**src/rtl/tff_bank_sequencer.sv**
```systemverilog
// Sequencer for a bank of WIDTH toggle flip-flops: count up/down, load or clear by toggling only.
// Optional macro TFF_GRAY_EN switches counting ops to reflected Gray code via a binary shadow counter.
module tff_bank_sequencer #(
    parameter int WIDTH = 4,
    parameter int LEN_W = 4
) (
    input  logic             clk,
    input  logic             rst,
    input  logic             cmd_valid,
    output logic             cmd_ready,
    input  logic [1:0]       cmd_op,
    input  logic [WIDTH-1:0] cmd_data,
    input  logic [LEN_W-1:0] cmd_len,
    output logic [WIDTH-1:0] t_vec,
    output logic [WIDTH-1:0] q,
    output logic             busy,
    output logic             done,
    output logic             wrap
);

    typedef enum logic [1:0] {IDLE, RUN, APPLY, DONE} state_t;

    localparam logic [WIDTH-1:0] MAXV  = '1;
    localparam logic [WIDTH-1:0] ONE_W = {{(WIDTH-1){1'b0}}, 1'b1};
    localparam logic [LEN_W-1:0] ONE_L = {{(LEN_W-1){1'b0}}, 1'b1};

    state_t           state;
    logic             op_lsb;     // 1 = count-down / clear
    logic [WIDTH-1:0] data_r;
    logic [LEN_W-1:0] len_r;
    logic [LEN_W-1:0] cnt;
    logic             fin;
    logic             wrap_arm;

    logic [WIDTH-1:0] qn;
    logic [WIDTH-1:0] cur;
    logic [WIDTH-1:0] nxt;
    logic [WIDTH-1:0] step_t;
    logic [WIDTH-1:0] apply_t;
    logic             step_wrap;

`ifdef TFF_GRAY_EN
    logic [WIDTH-1:0] b;

    function automatic logic [WIDTH-1:0] gray_enc(input logic [WIDTH-1:0] v);
        return v ^ (v >> 1);
    endfunction

    function automatic logic [WIDTH-1:0] gray_dec(input logic [WIDTH-1:0] g);
        logic [WIDTH-1:0] r;
        r[WIDTH-1] = g[WIDTH-1];
        for (int i = WIDTH - 2; i >= 0; i--) begin
            r[i] = r[i+1] ^ g[i];
        end
        return r;
    endfunction
`endif

    // t_vec is already committed, so the next step is computed from the state q will hold after this edge
    assign qn = q ^ t_vec;

    always_comb begin
`ifdef TFF_GRAY_EN
        cur    = b;
        nxt    = op_lsb ? (cur - ONE_W) : (cur + ONE_W);
        step_t = qn ^ gray_enc(nxt);
`else
        cur    = qn;
        nxt    = op_lsb ? (cur - ONE_W) : (cur + ONE_W);
        step_t = qn ^ nxt;
`endif
        step_wrap = op_lsb ? (cur == '0) : (cur == MAXV);
        apply_t   = op_lsb ? qn : (qn ^ data_r);
    end

    always_ff @(posedge clk or negedge rst) begin
        if (!rst) begin
            state     <= IDLE;
            cmd_ready <= 1'b1;
            busy      <= 1'b0;
            done      <= 1'b0;
            wrap      <= 1'b0;
            wrap_arm  <= 1'b0;
            q         <= '0;
            t_vec     <= '0;
            op_lsb    <= 1'b0;
            data_r    <= '0;
            len_r     <= '0;
            cnt       <= '0;
            fin       <= 1'b0;
`ifdef TFF_GRAY_EN
            b         <= '0;
`endif
        end else begin
            q        <= qn;
            t_vec    <= '0;
            done     <= 1'b0;
            wrap     <= wrap_arm;
            wrap_arm <= 1'b0;
            case (state)
                IDLE: begin
                    if (cmd_valid && cmd_ready) begin
                        op_lsb    <= cmd_op[0];
                        data_r    <= cmd_data;
                        len_r     <= cmd_len;
                        cnt       <= '0;
                        fin       <= 1'b0;
                        cmd_ready <= 1'b0;
                        busy      <= 1'b1;
                        state     <= cmd_op[1] ? APPLY : RUN;
                    end
                end
                RUN: begin
                    // fin marks that the last step's toggle is being applied on this edge
                    if (fin) begin
                        done  <= 1'b1;
                        state <= DONE;
                    end else begin
                        t_vec    <= step_t;
                        wrap_arm <= step_wrap;
                        cnt      <= cnt + ONE_L;
                        fin      <= (cnt == len_r);
`ifdef TFF_GRAY_EN
                        b        <= nxt;
`endif
                    end
                end
                APPLY: begin
                    if (fin) begin
                        done  <= 1'b1;
                        state <= DONE;
                    end else begin
                        t_vec <= apply_t;
                        fin   <= 1'b1;
`ifdef TFF_GRAY_EN
                        b     <= op_lsb ? '0 : gray_dec(data_r);
`endif
                    end
                end
                DONE: begin
                    cmd_ready <= 1'b1;
                    busy      <= 1'b0;
                    state     <= IDLE;
                end
                default: begin
                    cmd_ready <= 1'b1;
                    busy      <= 1'b0;
                    state     <= IDLE;
                end
            endcase
        end
    end

endmodule

```
**config.mk**
```make
export PLATFORM = sky130hd
export DESIGN_NAME = tff_bank_sequencer
export DESIGN_NICKNAME = d
export VERILOG_FILES = /design/src/rtl/tff_bank_sequencer.sv
export SDC_FILE = /design/constraint.sdc
export NUM_CORES = 1
export LEC_CHECK = 0
export CELL_PAD_IN_SITES_DETAIL_PLACEMENT = 0
export CELL_PAD_IN_SITES_GLOBAL_PLACEMENT = 2
export CORE_ASPECT_RATIO = 0.8
export CORE_UTILIZATION = 30
export CTS_BUF_LIST = sky130_fd_sc_hd__clkbuf_4 sky130_fd_sc_hd__clkbuf_8
export CTS_CLUSTER_SIZE = 16
export DETAILED_ROUTE_END_ITERATION = 6
export PLACE_DENSITY_LB_ADDON = 0.1
export SYNTH_ARGS = -nofsm -noshare
export SYNTH_HDL_FRONTEND = slang
export SYNTH_SLANG_ARGS = --single-unit
```
**constraint.sdc**
```tcl
create_clock -name clk -period 3.8 [get_ports clk]
set_input_delay 0.76 -clock clk [delete_from_list [all_inputs] [get_ports clk]]
set_output_delay 0.76 -clock clk [all_outputs]
set_load 0.1 [all_outputs]
```
# Word-level counts from Yosys, hierarchy flattened
# Cells that the tools add are included.
# totals
elab_cells	62
inputBits	13
regBits	29
out_inout_bits	12
# classes
n_reduce_logical	12
bitwise_logic	3
n_addsub	3
n_mux	23
eq_ne	8
# ops
cell	n
$mux 4	6
$pmux 4 s2	2
$xor 4x4->4	3
$add 4x1->4 const B	2
$mux 1	8
$reduce_and 2->1	4
$mux 2	3
$pmux 2 s3	1
$eq 2x2->1 const B	2
$eq 4x4->1	1
$eq 4x4->1 const B	1
$logic_not 4->1	1
$ne 2x2->1 const B	2
$pmux 1 s2	2
$reduce_bool 2->1	2
$sub 4x1->4 const B	1
$pmux 1 s3	1
$reduce_and 3->1	1
$reduce_bool 3->1	1
$eq 2x1->1 const B	1
$logic_not 2->1	1
$ne 2x1->1 const B	1
$reduce_or 2->1	1
$logic_and 1x1->1	1

# Depth between registers and ports, before layout
# Gate-level depths: netlist (run 1).
# logic_depth
depth_word	6
ltp_mapped	7

# Worst setup path after synthesis (run 1)
# No wires, ideal clock.
# synth_timing
path_kind	reg-to-reg
from	register t_vec[0]
to	register t_vec[2]
slack_ns	1.405
stages_incl_launch_ff	8
arrival_time_ns	2.271
required_time_ns	3.676
path_buffers	0
path_cell_list	dfrtp_1 > xor2_1 > inv_1 > fa_1 > xnor2_1 > xnor2_1 > o32a_1 > nor2_1
# synth_via
elab_chain_len	6
# synth_rtl
item	line	text
from (decl)	14	output logic [WIDTH-1:0] t_vec,
from (signal assigned)	119	t_vec <= step_t;
from (signal assigned)	133	t_vec <= apply_t;
$xor 4x4->4 *	60	assign qn = q ^ t_vec;
named net cur[0]	36	logic [WIDTH-1:0] cur;
$add 4x1->4 or $sub 4x1->4 (tied branches)	69	nxt = op_lsb ? (cur - ONE_W) : (cur + ONE_W);
$mux 4 *	69	
$xor 4x4->4 *	70	step_t = qn ^ nxt;
$mux 4 *	115	if (fin) begin
$pmux 4 s2 *	100	case (state)
# The timed path passes the listed nets; every way through them passes the cells marked *.
# A chain may end at the register's enable or synchronous reset.

# Final worst setup path (run 1)
# layout_timing
from	register cmd_ready
to	output cmd_ready
# layout_rtl
item	line	text
from (decl)	10	output logic cmd_ready,
from (signal assigned)	79	cmd_ready <= 1'b1;
from (signal assigned)	108	cmd_ready <= 1'b0;
from (signal assigned)	141	cmd_ready <= 1'b1;
# No word-level cell between the ends.

==> summary.txt, run 1 <==
Run status
  • Outcome: complete, no violations

Final layout
  • Core Util, Final: 40.9%
  • Most common cell after layout, fill and taps aside: dfrtp_1
  • Fillers: 456
  • Area occupied by multi-input gates: 753 µm²
  • FF/Latch Area: between 700 and 800 µm²
  • Fin nets: 188
  • Commonest cells after routing, fill and taps aside: dfrtp_1 (28), clkdlybuf4s50_1 (24), a21oi_1 (10)
  • Diodes inserted: 0
  • Layout cells sized above 1: roughly 16%
  • Area Overhead vs Synth: 26.4%

Synth
  • Syn_nets: approximately 160
  • Post-synth top area share: between 40% and 50%
  • Post-synth EDFFs: 0
  • Synth area leader: dfrtp_1
  • Register area share after synthesis: between 40% and 50%
  • Top FF cell, synth: dfrtp_1
  • Synth warn: 0
  • Ys async rst share: 100%
  • Synth Cell Area: around 1500 µm²
  • Syn Area/Cell: ~11 µm²
  • Area contributors post-synth: dfrtp_1 (46%), mux2_2 (6.6%), ha_1 (6.5%)
  • Post-synthesis sequential element count: 29
  • Post-synth cell types: 37
  • Gate Count Post-Synth: 137

Placement
  • Hpwl dp: around 2200 µm
  • Gpl congestion: between 0.7 and 0.8
  • Pre-CTS WS: 1.29 ns
  • Count of input and output buffers: 24

Die
  • Die height: 65.9 µm
  • IO Count: 25
  • Starting Density: about a third
  • Chip width: between 80 and 90 µm
  • Die area: roughly 5400 µm²
  • Row count: 22
  • Core Area: around 4700 µm²

Pwr
  • VDD IR max: approximately 0.00022 V
  • Total power: 597 µW
  • PwrDens: a little over 300 nW/µm²
  • Static Leak: slightly below 0.0009 µW

Global route
  • GRT overflow: 0
  • Largest net degree at the start of global routing: 30
  • First-pass GRT wire length: 5410 µm
  • All-Layer GR Usage: between 10% and 20%
  • Vias in the first global route: between 1000 and 1500
  • Antenna violations before repair: 0

Critical path
  • Critical path required time: between 3 and 4 ns
  • Crit-path leading delay family: buffers and inverters
  • CP arrival: ~2.0 ns
  • Max stage delay on crit path: about 1.2 ns
  • Critical Path Sink Type: output port
  • R2R Setup Slk: between 1.5 and 2 ns
  • Max stage delay cell, worst path: clkdlybuf4s50_1
  • Max FO, Critical Path: 7
  • Reg-to-reg endpoint: t_vec[2]
  • Startpoint Class: flip-flop
  • CP Class: reg2out
  • Buf+Inv Stages, Crit Path: 1
  • Length in cells of the worst reg-to-reg path: 7
  • RR Startpoint: t_vec[0]
  • Critical-path cell list: clkdlybuf4s50_1

Timing
  • Max-slew violations: 0
  • Max-slew headroom: approximately a third
  • Final Hold Viols: 0
  • RSZ-0062 raised after global routing: false
  • Sum Neg Setup Slack: 0 ns
  • Final setup violating endpoints: 0
  • Period utilisation layout: between 70% and 80%
  • Fmax: between 300 and 400 MHz
  • Clk_skew: between 0.007 and 0.008 ns
  • Hold_ws: between 0.3 and 0.4 ns
  • Slew @ Worst Pin: between 0.9 and 1 ns
  • Setup ws final: between 1 and 1.5 ns
  • Tmin final: 2.80 ns

Clock network
  • Num CTS Buffers: 5
  • Clock Pin Slew Worst Setup and Hold Paths: ~0.06 ns
  • CTS tree: built
  • CTS resizes: 0
  • Post-CTS Hold Fix Bufs: 0
  • Clk_lat worst skew: roughly 0.27 ns
  • Htree depth: 2
  • Number of post-CTS setup repair buffers: 0
  • Max Root-Sink Buffers: 2
  • Clk sinks: 29
  • CTS root buffer: clkbuf_8

Detailed routing
  • Post-DRT Antenna Nets: 0
  • Vias: 1072
  • DRT iter0 DRCs: 37
  • Drt total wl: about 3000 µm
  • DR pass1 iterations: 4
  • Drc violations: 0
  • Via/cell ratio: between 4 and 5
  • Mean routed wirelength per cell: approximately 13 µm

Min path
  • Worst hold path startpoint: wrap_arm
  • Min-Delay Path Class: reg2reg
  • WHS Path Cells: 0
  • End of the worst hold path: wrap

Run
  • Max cap viols: 0
[stage by stage]
step                      cell area, µm²  instances
final                               1940        227
after floorplan                     1530        137
after CTS                           1940        227
after global placement              1840        219
after global routing                1940        227
after detailed placement            1840        219
[metal layers]
layer  share of wire (%)  up-vias  track usage (%)
met1                  50      500             18.3
li1                    -      537                -
met2                  42       30             20.5
met5                   0        -                0
met4                 1.1        0             5.26
met3                 6.8        5             4.83
[synth_stat cells (2+ instances only)]
cell	n
xor2_1	8
inv_1	9
nor3_1	2
a31oi_1	4
buf_2	2
xor2_2	2
o41ai_1	2
nor2_1	8
a21oi_1	10
mux2_2	9
xnor2_1	4
o21ai_0	4
dfrtp_1	28
nand3_1	2
nand2_1	7
nand2b_1	2
ha_1	8
and3_1	3
a21o_1	2
o31ai_1	2
o22a_1	3
[sequential cells by signal, summed over array words and instances (netlist names)]
name       count
busy           1
cmd_ready      1
cnt            4
data_r         4
done           1
fin            1
len_r          4
op_lsb         1
q              4
state          2
t_vec          4
wrap           1
wrap_arm       1
[report_power, final]
part,internal (µW),switching (µW)
Combinational,12.4,9.68
Sequential,309,0
Clock,162,105
[cells by family (layout without fill, tap and decap cells)]
kind of cell | after synthesis | in the layout | share of synthesized area, %
multiplexers | 10 | 10 | 7.27
buffers and inverters | 13 | 43 | 3.43
XOR/XNOR | 14 | 14 | 8.98
flip-flops | 29 | 29 | 47.4
AO/OA/AOI/OAI | 34 | 34 | 16.1
AND/OR/NAND/NOR | 28 | 28 | 8.98
adder cells (fa/ha/maj) | 9 | 9 | 7.84
[area by class of cell]
| type | instances | share of cell area (%) |
|---|---|---|
| timing repair buffer | 25 | 12.8 |
| inverter | 10 | 1.94 |
| clock buffer | 8 | 5.04 |
| multi-input combinational | 95 | 38.9 |
| sequential | 29 | 37.5 |
| tap | 60 | 3.87 |
[worst max-delay path by stage]
stage	startpoint	to	cells past startpoint
floorplan	t_vec[0]	t_vec[2]	7
finish	cmd_ready	cmd_ready	1
global route	cmd_ready	cmd_ready	1
global placement	cmd_ready	cmd_ready	1
detailed placement	cmd_ready	cmd_ready	1
CTS	cmd_ready	cmd_ready	1
Power figures use the tool's default switching activity.
==> inputs of run 2 (changes only) <==
==> constraint.sdc (replaced) <==
create_clock -name clk -period 2.9 [get_ports clk]
set_input_delay 0.58 -clock clk [delete_from_list [all_inputs] [get_ports clk]]
set_output_delay 0.58 -clock clk [all_outputs]
set_load 0.1 [all_outputs]
==> run 2 against run 1 <==
Net effect: sequential cell count is the same; design area decreased by 0.97%; clock-buffer cell count fell by 1; utilization down 0.40 points; non-clock buffer count grew 1; largest power group unchanged; setup slack worse by 0.022 ns.
==> summary.txt, run 2 (same netlist as run 1, synthesis figures left out) <==
Global route
  • Vias in the first global route: ~1100
  • First-pass GRT wire length: approximately 5300 µm
  • Antenna violations before repair: 0
  • Largest net degree at the start of global routing: 30
  • All-Layer GR Usage: between 10% and 20%
  • GRT overflow: 0

Critical path
  • R2R Setup Slk: around 1 ns
  • Startpoint Class: flip-flop
  • Max FO, Critical Path: 7
  • Length in cells of the worst reg-to-reg path: 6
  • RR Startpoint: t_vec[2]
  • Critical Path Sink Type: flip-flop
  • CP arrival: approximately 2 ns
  • Reg-to-reg endpoint: t_vec[3]
  • Critical path required time: 3.04 ns
  • CP Class: reg2reg

Final layout
  • Most common cell after layout, fill and taps aside: dfrtp_1
  • Layout cells sized above 1: between 20% and 30%
  • Diodes inserted: 0
  • Commonest cells after routing, fill and taps aside: dfrtp_1 (28), buf_4 (14), clkdlybuf4s50_1 (12)
  • Finished Layout Cells: around 230
  • Area Overhead vs Synth: 25.2%
  • Fin nets: 189

Die
  • Chip width: about 80 µm
  • Die area: 5400 µm²
  • Row count: 22
  • Starting Density: 32.4%
  • Core Area: 4730 µm²
  • Die height: about 66 µm
  • IO Count: 25

Timing
  • Period utilisation layout: 66.2%
  • Final setup violating endpoints: 0
  • Tmin final: around 1.9 ns
  • Slew @ Worst Pin: about 0.42 ns
  • Max-slew headroom: roughly 72%
  • Clk_skew: 0.00892 ns
  • Fmax: 521 MHz
  • Sum Neg Setup Slack: 0 ns
  • Max-slew violations: 0
  • RSZ-0062 raised after global routing: false
  • Final Hold Viols: 0

Placement
  • Gpl congestion: ~0.77
  • Count of input and output buffers: 24
  • Hpwl dp: roughly 2300 µm
  • Placed insts: between 200 and 250

Min path
  • End of the worst hold path: wrap
  • Min-Delay Path Class: reg2reg
  • WHS Path Cells: 0
  • Worst hold path startpoint: wrap_arm

Clock network
  • Post-CTS Hold Fix Bufs: 0
  • Max Root-Sink Buffers: 2
  • Clk sinks: 29
  • Clock Pin Slew Worst Setup and Hold Paths: about 0.060 ns
  • CTS root buffer: clkbuf_8
  • Htree depth: 2
  • Clk_lat worst skew: between 0.2 and 0.3 ns
  • CTS resizes: 0
  • Number of post-CTS setup repair buffers: 0
  • CTS tree: built
  • Num CTS Buffers: 5

Pwr
  • VDD IR max: 0.000239 V
  • Sw power: between 150 and 200 µW
  • Share of power burned in registers: around half
  • Pint: around 640 µW
  • Part of the power in combinational logic: 3.6%
  • Switching Share: around 20%
  • Static Leak: 0.000908 µW
  • Clock share of power: 45.4%
  • PwrDens: roughly 410 nW/µm²

Detailed routing
  • Drc violations: 0
  • Mean routed wirelength per cell: around 14 µm
  • Drt total wl: a little over 3000 µm
  • DRT iter0 DRCs: 25
  • Via/cell ratio: around 4.8
  • DR pass1 iterations: 4
  • Vias: 1102
  • Post-DRT Antenna Nets: 0

Run
  • Max cap viols: 0

Run status
  • Outcome: complete, no violations
[run 2: worst max-delay path by stage]
stage / cells after the start / slack (ns) / start / endpoint
after global routing: 7 / 0.87 / t_vec[1] / t_vec[2]
after global placement: 3 / 0.95 / cmd_valid / data_r[1]
after floorplan: 7 / 0.51 / t_vec[0] / t_vec[2]
after CTS: 6 / 0.97 / t_vec[2] / t_vec[3]
final: 6 / 0.98 / t_vec[2] / t_vec[3]
after detailed placement: 3 / 0.93 / cmd_valid / op_lsb
[run 2: metrics by stage]
stage / hold WS (ns) / util [%] / total power (µW) / instance area [µm²] / setup slack [ns]
after floorplan: 0.284 / - / 415 / 1530 / 0.505
after global placement: 0.333 / 38.4 / 442 / 1820 / 0.948
after detailed placement: 0.342 / 38.4 / 442 / 1820 / 0.927
final: 0.349 / 40.5 / 794 / 1920 / 0.979
after CTS: 0.355 / 40.5 / 810 / 1920 / 0.970
after global routing: 0.370 / 40.5 / 831 / 1920 / 0.867
[run 2: power by group through the flow]
stage | sequential, µW | combinational (µW) | clock, µW
after CTS | 405 | 29.9 | 376
after global placement | 412 | 29.7 | 0
final | 405 | 28.7 | 361
after detailed placement | 412 | 29.7 | 0
after global routing | 404 | 32.4 | 394
after floorplan | 412 | 2.49 | 0
[run 2: area by class of cell]
| class | instances | area (µm²) |
|---|---|---|
| fillers | 477 | 2820 |
| multi-input cells | 95 | 753 |
| flip-flops and latches | 29 | 727 |
| repair buffers | 26 | 225 |
| clock buffers | 7 | 96.3 |
| well taps | 60 | 75.1 |
| inverters | 10 | 37.5 |
| clock inverters | 1 | 5.00 |
[run 2: layer usage]
layer / up-vias / GRT usage [%] / share of wire [%]
li1: 542 / - / -
met5: - / 0 / 0
met3: 5 / 4.69 / 6.0
met1: 526 / 19.3 / 51
met4: 0 / 5.26 / 1.1
met2: 29 / 19.1 / 42
[run 2: worst max-delay path, stage by stage (launching register included)]
cell     delay, ns
dfrtp_1       0.41
xor2_2        0.35
ha_1          0.34
a21o_1        0.19
a31oi_1       0.18
mux2i_1       0.22
o41ai_1       0.10
